==> src/rtl/h_pkg.sv <==
// Shared constants and elaboration helpers for the pipelined OR-reduction tree.
package h_pkg;

  localparam int unsigned WIDTH_DEF = 16;
  localparam int unsigned FANIN_DEF = 4;

  // Smallest s such that base**s >= n.
  function automatic int unsigned clog_base(input int unsigned n, input int unsigned base);
    int unsigned     s;
    longint unsigned p;
    s = 0;
    p = 1;
    if (base >= 2) begin
      while (p < 64'(n)) begin
        p = p * 64'(base);
        s++;
      end
    end
    return s;
  endfunction

  // Integer power base**e.
  function automatic int unsigned pow_int(input int unsigned base, input int unsigned e);
    int unsigned r;
    r = 1;
    for (int unsigned i = 0; i < e; i++) r = r * base;
    return r;
  endfunction

  // Width of a bit index into a WIDTH-bit vector, never less than 1.
  function automatic int unsigned idx_width(input int unsigned width);
    return (width > 1) ? $clog2(width) : 1;
  endfunction

endpackage

==> src/rtl/h_or_stage.sv <==
// One registered level of the OR tree: N_IN inputs reduced FANIN at a time.
// H_OR_NWAY_INDEX_EN adds a lowest-set-bit index carried alongside each node.
module h_or_stage #(
  parameter int unsigned N_IN  = 4,
  parameter int unsigned FANIN = 4
`ifdef H_OR_NWAY_INDEX_EN
  ,
  parameter int unsigned IW    = 1
`endif
) (
  input  logic                        clk,
  input  logic                        rst_n,
  input  logic                        en,
  input  logic                        up_valid,
  input  logic [N_IN-1:0]             up_data,
`ifdef H_OR_NWAY_INDEX_EN
  input  logic [N_IN*IW-1:0]          up_idx,
  output logic [(N_IN/FANIN)*IW-1:0]  dn_idx,
`endif
  output logic                        dn_valid,
  output logic [N_IN/FANIN-1:0]       dn_data
);

  localparam int unsigned N_OUT = N_IN / FANIN;

  logic [N_OUT-1:0] or_next;

  // Each node ORs FANIN adjacent bits of the level below.
  always_comb begin
    or_next = '0;
    for (int unsigned n = 0; n < N_OUT; n++) begin
      or_next[n] = |up_data[n*FANIN +: FANIN];
    end
  end

  // Stage register: load on enable, otherwise hold.
  always_ff @(posedge clk or negedge rst_n) begin
    if (!rst_n) begin
      dn_valid <= 1'b0;
      dn_data  <= '0;
    end else if (en) begin
      dn_valid <= up_valid;
      dn_data  <= or_next;
    end
  end

`ifdef H_OR_NWAY_INDEX_EN
  logic [N_OUT*IW-1:0] idx_next;

  // Priority merge: children scanned high to low so the lowest set child wins;
  // an all-zero node keeps index 0.
  always_comb begin
    idx_next = '0;
    for (int unsigned n = 0; n < N_OUT; n++) begin
      for (int unsigned j = FANIN; j > 0; j--) begin
        if (up_data[n*FANIN + j - 1]) begin
          idx_next[n*IW +: IW] = up_idx[(n*FANIN + j - 1)*IW +: IW];
        end
      end
    end
  end

  // Index register, advancing in lockstep with the data.
  always_ff @(posedge clk or negedge rst_n) begin
    if (!rst_n) begin
      dn_idx <= '0;
    end else if (en) begin
      dn_idx <= idx_next;
    end
  end
`endif

endmodule

==> src/rtl/h_or_nway_pipe.sv <==
// Pipelined WIDTH-input OR reduction with valid/ready on both sides and a
// software-cleared sticky flag. Optional macro H_OR_NWAY_INDEX_EN adds out_idx
// (index of the lowest set bit of the delivered vector).
module h_or_nway_pipe
  import h_pkg::*;
#(
  parameter int unsigned WIDTH = WIDTH_DEF,
  parameter int unsigned FANIN = FANIN_DEF
) (
  input  logic                          clk,
  input  logic                          rst_n,
  input  logic [WIDTH-1:0]              in_data,
  input  logic                          in_valid,
  output logic                          in_ready,
  output logic                          out,
  output logic                          out_valid,
  input  logic                          out_ready,
  input  logic                          sticky_clr,
  output logic                          sticky
`ifdef H_OR_NWAY_INDEX_EN
  ,
  output logic [idx_width(WIDTH)-1:0]   out_idx
`endif
);

  localparam int unsigned STAGES = clog_base(WIDTH, FANIN);
  localparam int unsigned PADW   = pow_int(FANIN, STAGES);

  if (WIDTH < 2) begin : g_width_chk
    $error("h_or_nway_pipe: WIDTH must be at least 2");
  end
  if (FANIN < 2) begin : g_fanin_chk
    $error("h_or_nway_pipe: FANIN must be at least 2");
  end

  // Zero padding up to a full tree leaves the OR unchanged.
  logic [PADW-1:0] pad_data;
  assign pad_data = PADW'(in_data);

`ifdef H_OR_NWAY_INDEX_EN
  localparam int unsigned IW = idx_width(WIDTH);
  logic [PADW*IW-1:0] pad_idx;
  // Leaf i carries its own position; padded leaves are zero and never win.
  for (genvar i = 0; i < PADW; i++) begin : g_leaf_idx
    assign pad_idx[i*IW +: IW] = IW'(i);
  end
`endif

  for (genvar k = 0; k < STAGES; k++) begin : g_st
    localparam int unsigned N_IN  = pow_int(FANIN, STAGES - k);
    localparam int unsigned N_OUT = N_IN / FANIN;

    logic [N_IN-1:0]  up_data;
    logic             up_valid;
    logic             en;
    logic             vld;
    logic [N_OUT-1:0] dn_data;
`ifdef H_OR_NWAY_INDEX_EN
    logic [N_IN*IW-1:0]  up_idx;
    logic [N_OUT*IW-1:0] dn_idx;
`endif

    if (k == 0) begin : g_src
      assign up_data  = pad_data;
      assign up_valid = in_valid;
`ifdef H_OR_NWAY_INDEX_EN
      assign up_idx   = pad_idx;
`endif
    end else begin : g_src
      assign up_data  = g_st[k-1].dn_data;
      assign up_valid = g_st[k-1].vld;
`ifdef H_OR_NWAY_INDEX_EN
      assign up_idx   = g_st[k-1].dn_idx;
`endif
    end

    // Ready ripples combinationally from the output back to in_ready.
    if (k == STAGES - 1) begin : g_en
      assign en = !vld || out_ready;
    end else begin : g_en
      assign en = !vld || g_st[k+1].en;
    end

    h_or_stage #(
      .N_IN  (N_IN),
      .FANIN (FANIN)
`ifdef H_OR_NWAY_INDEX_EN
      ,
      .IW    (IW)
`endif
    ) u_stage (
      .clk      (clk),
      .rst_n    (rst_n),
      .en       (en),
      .up_valid (up_valid),
      .up_data  (up_data),
`ifdef H_OR_NWAY_INDEX_EN
      .up_idx   (up_idx),
      .dn_idx   (dn_idx),
`endif
      .dn_valid (vld),
      .dn_data  (dn_data)
    );
  end

  assign in_ready  = g_st[0].en;
  assign out       = g_st[STAGES-1].dn_data[0];
  assign out_valid = g_st[STAGES-1].vld;
`ifdef H_OR_NWAY_INDEX_EN
  assign out_idx   = g_st[STAGES-1].dn_idx;
`endif

  logic out_fire;
  assign out_fire = out_valid && out_ready;

  // Sticky: clear first, then OR in any delivered result.
  always_ff @(posedge clk or negedge rst_n) begin
    if (!rst_n) begin
      sticky <= 1'b0;
    end else begin
      sticky <= (sticky && !sticky_clr) || (out_fire && out);
    end
  end

endmodule

==> config.mk <==
export PLATFORM = sky130hd
export DESIGN_NAME = h_or_nway_pipe
export DESIGN_NICKNAME = d
export VERILOG_FILES = /design/src/rtl/h_pkg.sv /design/src/rtl/h_or_stage.sv /design/src/rtl/h_or_nway_pipe.sv
export SDC_FILE = /design/constraint.sdc
export NUM_CORES = 1
export LEC_CHECK = 0
export CAP_MARGIN = 25
export CORE_AREA = 2 2 39 41
export DETAILED_ROUTE_END_ITERATION = 6
export DIE_AREA = 0 0 41 43
export GPL_TIMING_DRIVEN = 1
export PLACE_DENSITY = 0.73
export SLEW_MARGIN = 0
export SYNTH_ARGS = -nofsm -noshare
export SYNTH_HDL_FRONTEND = slang
export SYNTH_SLANG_ARGS = --single-unit
==> constraint.sdc <==
create_clock -name clk -period 1.42 [get_ports clk]
set_clock_uncertainty 0.1 [all_clocks]
set_input_delay 0.142 -clock clk [delete_from_list [all_inputs] [get_ports clk]]
set_output_delay 0.142 -clock clk [all_outputs]
set_load 0.05 [all_outputs]
==> key figures, run 1 <==
Outcome
  – Status: finished, final reports clean

Final layout
  – Final Non-Filler Cells: between 70 and 80
  – Fill count: 136
  – Final nets: 77
  – Layout cells sized above 1: 0.273
  – Most common cell after layout, fill and taps aside: clkdlybuf4s50_1
  – Commonest non-fill, non-tap cells in the layout: 20 x clkdlybuf4s50_1, 7 x dfrtp_1, 5 x or4_1
  – Area Growth Syn to Fin: 101%
  – Antenna diodes: 0
  – Design area: 681 µm²
  – Area occupied by multi-input gates: 134 µm²
  – Storage cell area: about 200 µm²

Logic synthesis
  – Post-synth cell types: 9
  – Mapped cell area: 338 µm²
  – Top cells by area, synth: dfrtp_1 59%, mux2_2 13%, or4_1 11%
  – Synth Area per Inst: approximately 14 µm²
  – Synthesis Warnings: 0
  – Post-synth top area cell: dfrtp_1
  – Register area share after synthesis: 0.593
  – Post-synth top area share: 0.593
  – Post-Syn Instances: 25
  – Syn Nets: 46
  – Flops & latches, synth: 8

CTS
  – Worst skew pair latency: 250 ps
  – CTS tree: yes
  – Reg clk slew, reported paths: around 60 ps
  – Clock sink count: 8
  – Root buffer cell: clkbuf_4
  – Depth of the CTS H-tree: 1
  – Maximum buffer depth of the clock tree: 2
  – Post-cts gate resize count: 0
  – Num CTS Buffers: 3

Critical path
  – Classification of the worst setup path: flop to flop
  – Critical-path cell list: or4_1 > mux2_4
  – Worst endpoint required time: ~1500 ps
  – Worst-path fanout max: 2
  – CP Launch Type: flop
  – Crit-path slowest cell: or4_1
  – Crit-path max cell delay: 510 ps
  – Kind of cell adding the most delay to the critical path: simple AND/OR/NAND/NOR gates
  – Worst Path Buf+Inv: 0
  – CP Capture Type: flop
  – Data arrival, critical path: 1390 ps

Flow run
  – Max cap viols: 0

Placed design
  – Cell area after placement: 647 µm²
  – Hpwl dp: 578 µm
  – DP Cell Count: 66
  – GP Congestion: 0.720
  – # port buffers: 24

Floorplan
  – Die Y: about 43 µm
  – Initial Util: 0.244
  – Io pins: 25
  – Die Width: 41 µm
  – Rows: 14
  – Die area: approximately 0.0018 mm²
  – Core area: 0.00138 mm²

Timing
  – Slew Limit Fails: 0
  – Post-route setup TNS: 0 ps
  – Endpoints failing setup: 0
  – RSZ-0062 raised after global routing: false
  – Slew margin rel.: 0.754
  – Fin crit share: 0.954
  – Min cycle time layout: 1360 ps
  – Worst-Margin Slew: 368 ps
  – Final hold vios: 0
  – Fmax: 738 MHz

Pwr
  – Switch Pwr: about 140 µW
  – Pwr Total: 582 µW
  – P_int: 441 µW
  – Comb pwr share: 0.250
  – Seq pwr share: 0.429
  – Pwr dens: around 860 mW/mm²
  – Static Leakage: between 0.0002 and 0.0003 µW
  – Worst-case vdd ir drop: about 0.54 mV
  – Net Sw Frac: 0.242
  – Clk network pwr share: 0.321

Drt
  – Detail Route Antenna Nets: 0
  – Routed via count: 318
  – Drt pass-1 iters: 1
  – Vias per cell: 4.48
  – WL/cell: approximately 10 µm
  – DRT Wirelength: 715 µm
  – DRC viols: 0
  – DRT iter0 DRCs: 0

Global routing
  – Largest net degree at the start of global routing: 9
  – GRT Total Usage: 0.108
  – Vias in the first global route: 301
  – Initial antenna violation count: 0
  – GRT Residual Overflow: 0
  – First-pass GRT wire length: 1190 µm

Hold path
  – Hold Crit Class: primary input to async pin
-- logic make-up (layout without fill, tap and decap cells) --
family	Yosys count	in the layout	share of synthesized area
AO/OA/AOI/OAI	1	1	0.0148
buffers and inverters	1	31	0.0111
flip-flops	8	8	0.593
multiplexers	5	5	0.178
AND/OR/NAND/NOR	10	10	0.204
-- power by group through the flow --
stage	combinational (µW)	clock (µW)	sequential (µW)
after detailed placement	144	0	254
after global placement	142	0	253
final	146	187	250
after floorplan	29.0	0	268
after global routing	157	204	251
after CTS	148	195	250
-- per-layer routing --
metal | share of wire | GRT usage | up-vias
met2 | 0.50 | 0.166 | 19
met3 | 0.097 | 0.0471 | 4
met1 | 0.37 | 0.116 | 143
met5 | 0 | 0 | -
met4 | 0.025 | 0.0600 | 0
li1 | - | - | 152
-- path summary, 6_finish.rpt --
path	slack (ps)	cells after the start	endpoint	startpoint
setup / recovery	60	2	g_st[1].u_stage.dn_data	g_st[0].u_stage.dn_data[1]
min in group clk	360	2	g_st[0].u_stage.dn_valid	in_valid
setup reg to reg	60	2	g_st[1].u_stage.dn_data	g_st[0].u_stage.dn_data[1]
max in group asynchronous	870	1	g_st[1].u_stage.dn_valid	rst_n
hold reg to reg	370	1	g_st[1].u_stage.dn_valid	g_st[0].u_stage.dn_valid
hold / removal	60	1	g_st[0].u_stage.dn_valid	rst_n
-- through the flow --
stage	hold slack (ps)	worst slack [ps]	utilization
3_5_place_dp	350	-130	0.467
5_1_grt	92.5	13.1	0.492
6_report	64.4	64.9	0.492
2_1_floorplan	-254	-337	-
3_3_place_gp	339	-116	0.467
4_1_cts	76.7	58.8	0.492
-- state kept, by name, summed over array words and instances (netlist names) --
| signal | count |
|---|---|
| g_st.u_stage.dn_valid | 2 |
| sticky | 1 |
| g_st.u_stage.dn_data | 5 |
-- timing repair --
action                     CTS  global route
setup buffers                1             0
hold buffers                 0             0
setup endpoints to repair    1             0
-- cell usage after synthesis --
master    number
inv_1          1
dfrtp_1        8
or4_1          5
mux2_2         4
nand2b_1       3
nand3b_1       1
mux2_4         1
nand3_1        1
o21ai_0        1
-- layout make-up --
class	count	area share
timing repair buffer	26	0.434
sequential	8	0.296
multi-input combinational	16	0.197
clock buffer	4	0.0386
tap	16	0.0294
inverter	1	0.00551
No activity file was read; power rests on OpenSTA's default activity.
==> run 2: changes to the inputs <==
- RECOVER_POWER: default -> 25
==> key figures, run 2 (synthesis results as in run 1) <==
Outcome
  – Status: finished, final reports clean (unchanged)

Timing
  – Slew Limit Fails: 0 (unchanged)
  – Min cycle time layout: 1360 ps (unchanged)
  – Worst-Margin Slew: 373 ps (was 368 ps)
  – Fmax: 738 MHz (unchanged)
  – Setup ws final: 64.9 ps (unchanged)
  – Post-route setup TNS: 0 ps (unchanged)
  – Fin crit share: 0.954 (unchanged)
  – Endpoints failing setup: 0 (unchanged)
  – Final hold vios: 0 (unchanged)
  – Worst Hold Slack: 135 ps (was 64.4 ps)
  – Slew margin rel.: 0.751 (was 0.754)
  – RSZ-0062 raised after global routing: false (unchanged)

CTS
  – CTS Hold Bufs: 0 (unchanged)
  – Maximum buffer depth of the clock tree: 2 (unchanged)
  – Num CTS Buffers: 3 (unchanged)
  – Root buffer cell: clkbuf_4 (unchanged)
  – Post-cts gate resize count: 0 (unchanged)
  – Worst skew pair latency: 250 ps (about the same)
  – CTS tree: yes (unchanged)
  – Reg clk slew, reported paths: 60 ps (about the same)
  – Depth of the CTS H-tree: 1 (unchanged)
  – Postcts setup bufs: 1 (unchanged)
  – Clock sink count: 8 (unchanged)

Global routing
  – GRT Residual Overflow: 0 (unchanged)
  – Initial antenna violation count: 0 (unchanged)
  – First-pass GRT wire length: 1190 µm (unchanged)
  – Vias in the first global route: 301 (unchanged)
  – Largest net degree at the start of global routing: 9 (unchanged)
  – GRT Total Usage: 0.108 (unchanged)

Final layout
  – Largest registers: g_st.u_stage.dn_data: 5 flops, g_st.u_stage.dn_valid: 2 flops, sticky: 1 flops (unchanged)
  – Register bank with the most flops: g_st.u_stage.dn_data (unchanged)
  – Antenna diodes: 0 (unchanged)
  – Design area: 681 µm² (unchanged)
  – Largest register FFs: 5 (unchanged)
  – Final Non-Filler Cells: 71 (unchanged)
  – Final nets: 77 (unchanged)
  – Area Growth Syn to Fin: 101% (unchanged)
  – Most common cell after layout, fill and taps aside: clkdlybuf4s50_1 (unchanged)
  – Layout cells sized above 1: 0.273 (unchanged)
  – Commonest non-fill, non-tap cells in the layout: 19 x clkdlybuf4s50_1, 7 x dfrtp_1, 5 x or4_1 (was 20 x clkdlybuf4s50_1, 7 x dfrtp_1, 5 x or4_1)
  – Fill count: 136 (unchanged)

Drt
  – DRC viols: 0 (unchanged)
  – Vias per cell: 4.48 (unchanged)
  – DRT iter0 DRCs: 0 (unchanged)
  – Detail Route Antenna Nets: 0 (unchanged)
  – Drt pass-1 iters: 1 (unchanged)
  – DRT Wirelength: 714 µm (was 715 µm)
  – WL/cell: 10.1 µm (about the same)
  – Routed via count: 318 (unchanged)

Floorplan
  – Die Y: 43 µm (unchanged)
  – Io pins: 25 (unchanged)
  – Rows: 14 (unchanged)
  – Die area: 0.00176 mm² (unchanged)
  – Initial Util: 0.244 (unchanged)
  – Die Width: 41 µm (unchanged)
  – Core area: 0.00138 mm² (unchanged)

Critical path
  – Data arrival, critical path: 1390 ps (about the same)
  – CP Launch Type: flop (unchanged)
  – Classification of the worst setup path: flop to flop (unchanged)
  – CP Capture Type: flop (unchanged)
  – Worst endpoint required time: 1450 ps (about the same)
  – Worst-path fanout max: 2 (unchanged)

Flow run
  – Max cap viols: 0 (unchanged)

Pwr
  – Static Leakage: 0.000262 µW (was 0.000261 µW)
  – Pwr dens: 855 mW/mm² (about the same)
  – Worst-case vdd ir drop: 0.540 mV (was 0.541 mV)

Placed design
  – # port buffers: 24 (unchanged)
  – Cell area after placement: 647 µm² (unchanged)
  – DP Cell Count: 66 (unchanged)
  – GP Congestion: 0.720 (unchanged)
  – Hpwl dp: 578 µm (unchanged)
  – Pre-CTS WS: -130 ps (unchanged)

Hold path
  – Hold Crit Class: primary input to async pin (unchanged)
-- run 2: cell count changes in the layout (fill, tap and decap cells not counted), sizes merged --
cell / previous run / this run
clkdlybuf4s50: 20 / 19
dlygate4sd3: 0 / 1
-- run 2: cell type report --
class	count	area, µm²	area share
timing repair buffer	26	295	0.434
sequential	8	201	0.296
multi-input combinational	16	134	0.197
clock buffer	4	26.3	0.0386
tap	16	20.0	0.0294
inverter	1	3.75	0.00551
-- run 2: through the flow --
stage          power, µW   util
2_1_floorplan        297      -
3_3_place_gp         395  0.467
3_5_place_dp         398  0.467
4_1_cts              593  0.492
5_1_grt              611  0.492
6_report             582  0.492
-- run 2: routing by layer --
metal  vias to the layer above  track usage  routed length [µm]
li1                        152            -                   -
met1                       143        0.116                 266
met2                        19        0.166                 361
met3                         4       0.0471                  69
met4                         0       0.0600                  18
met5                         -            0                   0
-- run 2: path summary, 6_finish.rpt --
kind / slack [ps] / startpoint / end / depth (start not counted)
worst min-delay path: 130 / rst_n / g_st[0].u_stage.dn_valid / 1
worst min register to register: 370 / g_st[0].u_stage.dn_valid / g_st[1].u_stage.dn_valid / 1
worst max register to register: 60 / g_st[0].u_stage.dn_data[1] / g_st[1].u_stage.dn_data / 2
min in group clk: 360 / in_valid / g_st[0].u_stage.dn_valid / 2
worst max-delay path: 60 / g_st[0].u_stage.dn_data[1] / g_st[1].u_stage.dn_data / 2
max in group asynchronous: 800 / rst_n / g_st[1].u_stage.dn_valid / 1
-- run 2: worst max-delay path, cell delays in order (launching register included) --
cell	delay (ps)
dfrtp_1	370
or4_1	510
mux2_4	260
-- run 2: where the power goes --
| group | internal (µW) | switching [µW] |
|---|---|---|
| sequential | 240 | 9.48 |
| clock | 108 | 79.1 |
| combinational | 93.0 | 52.3 |
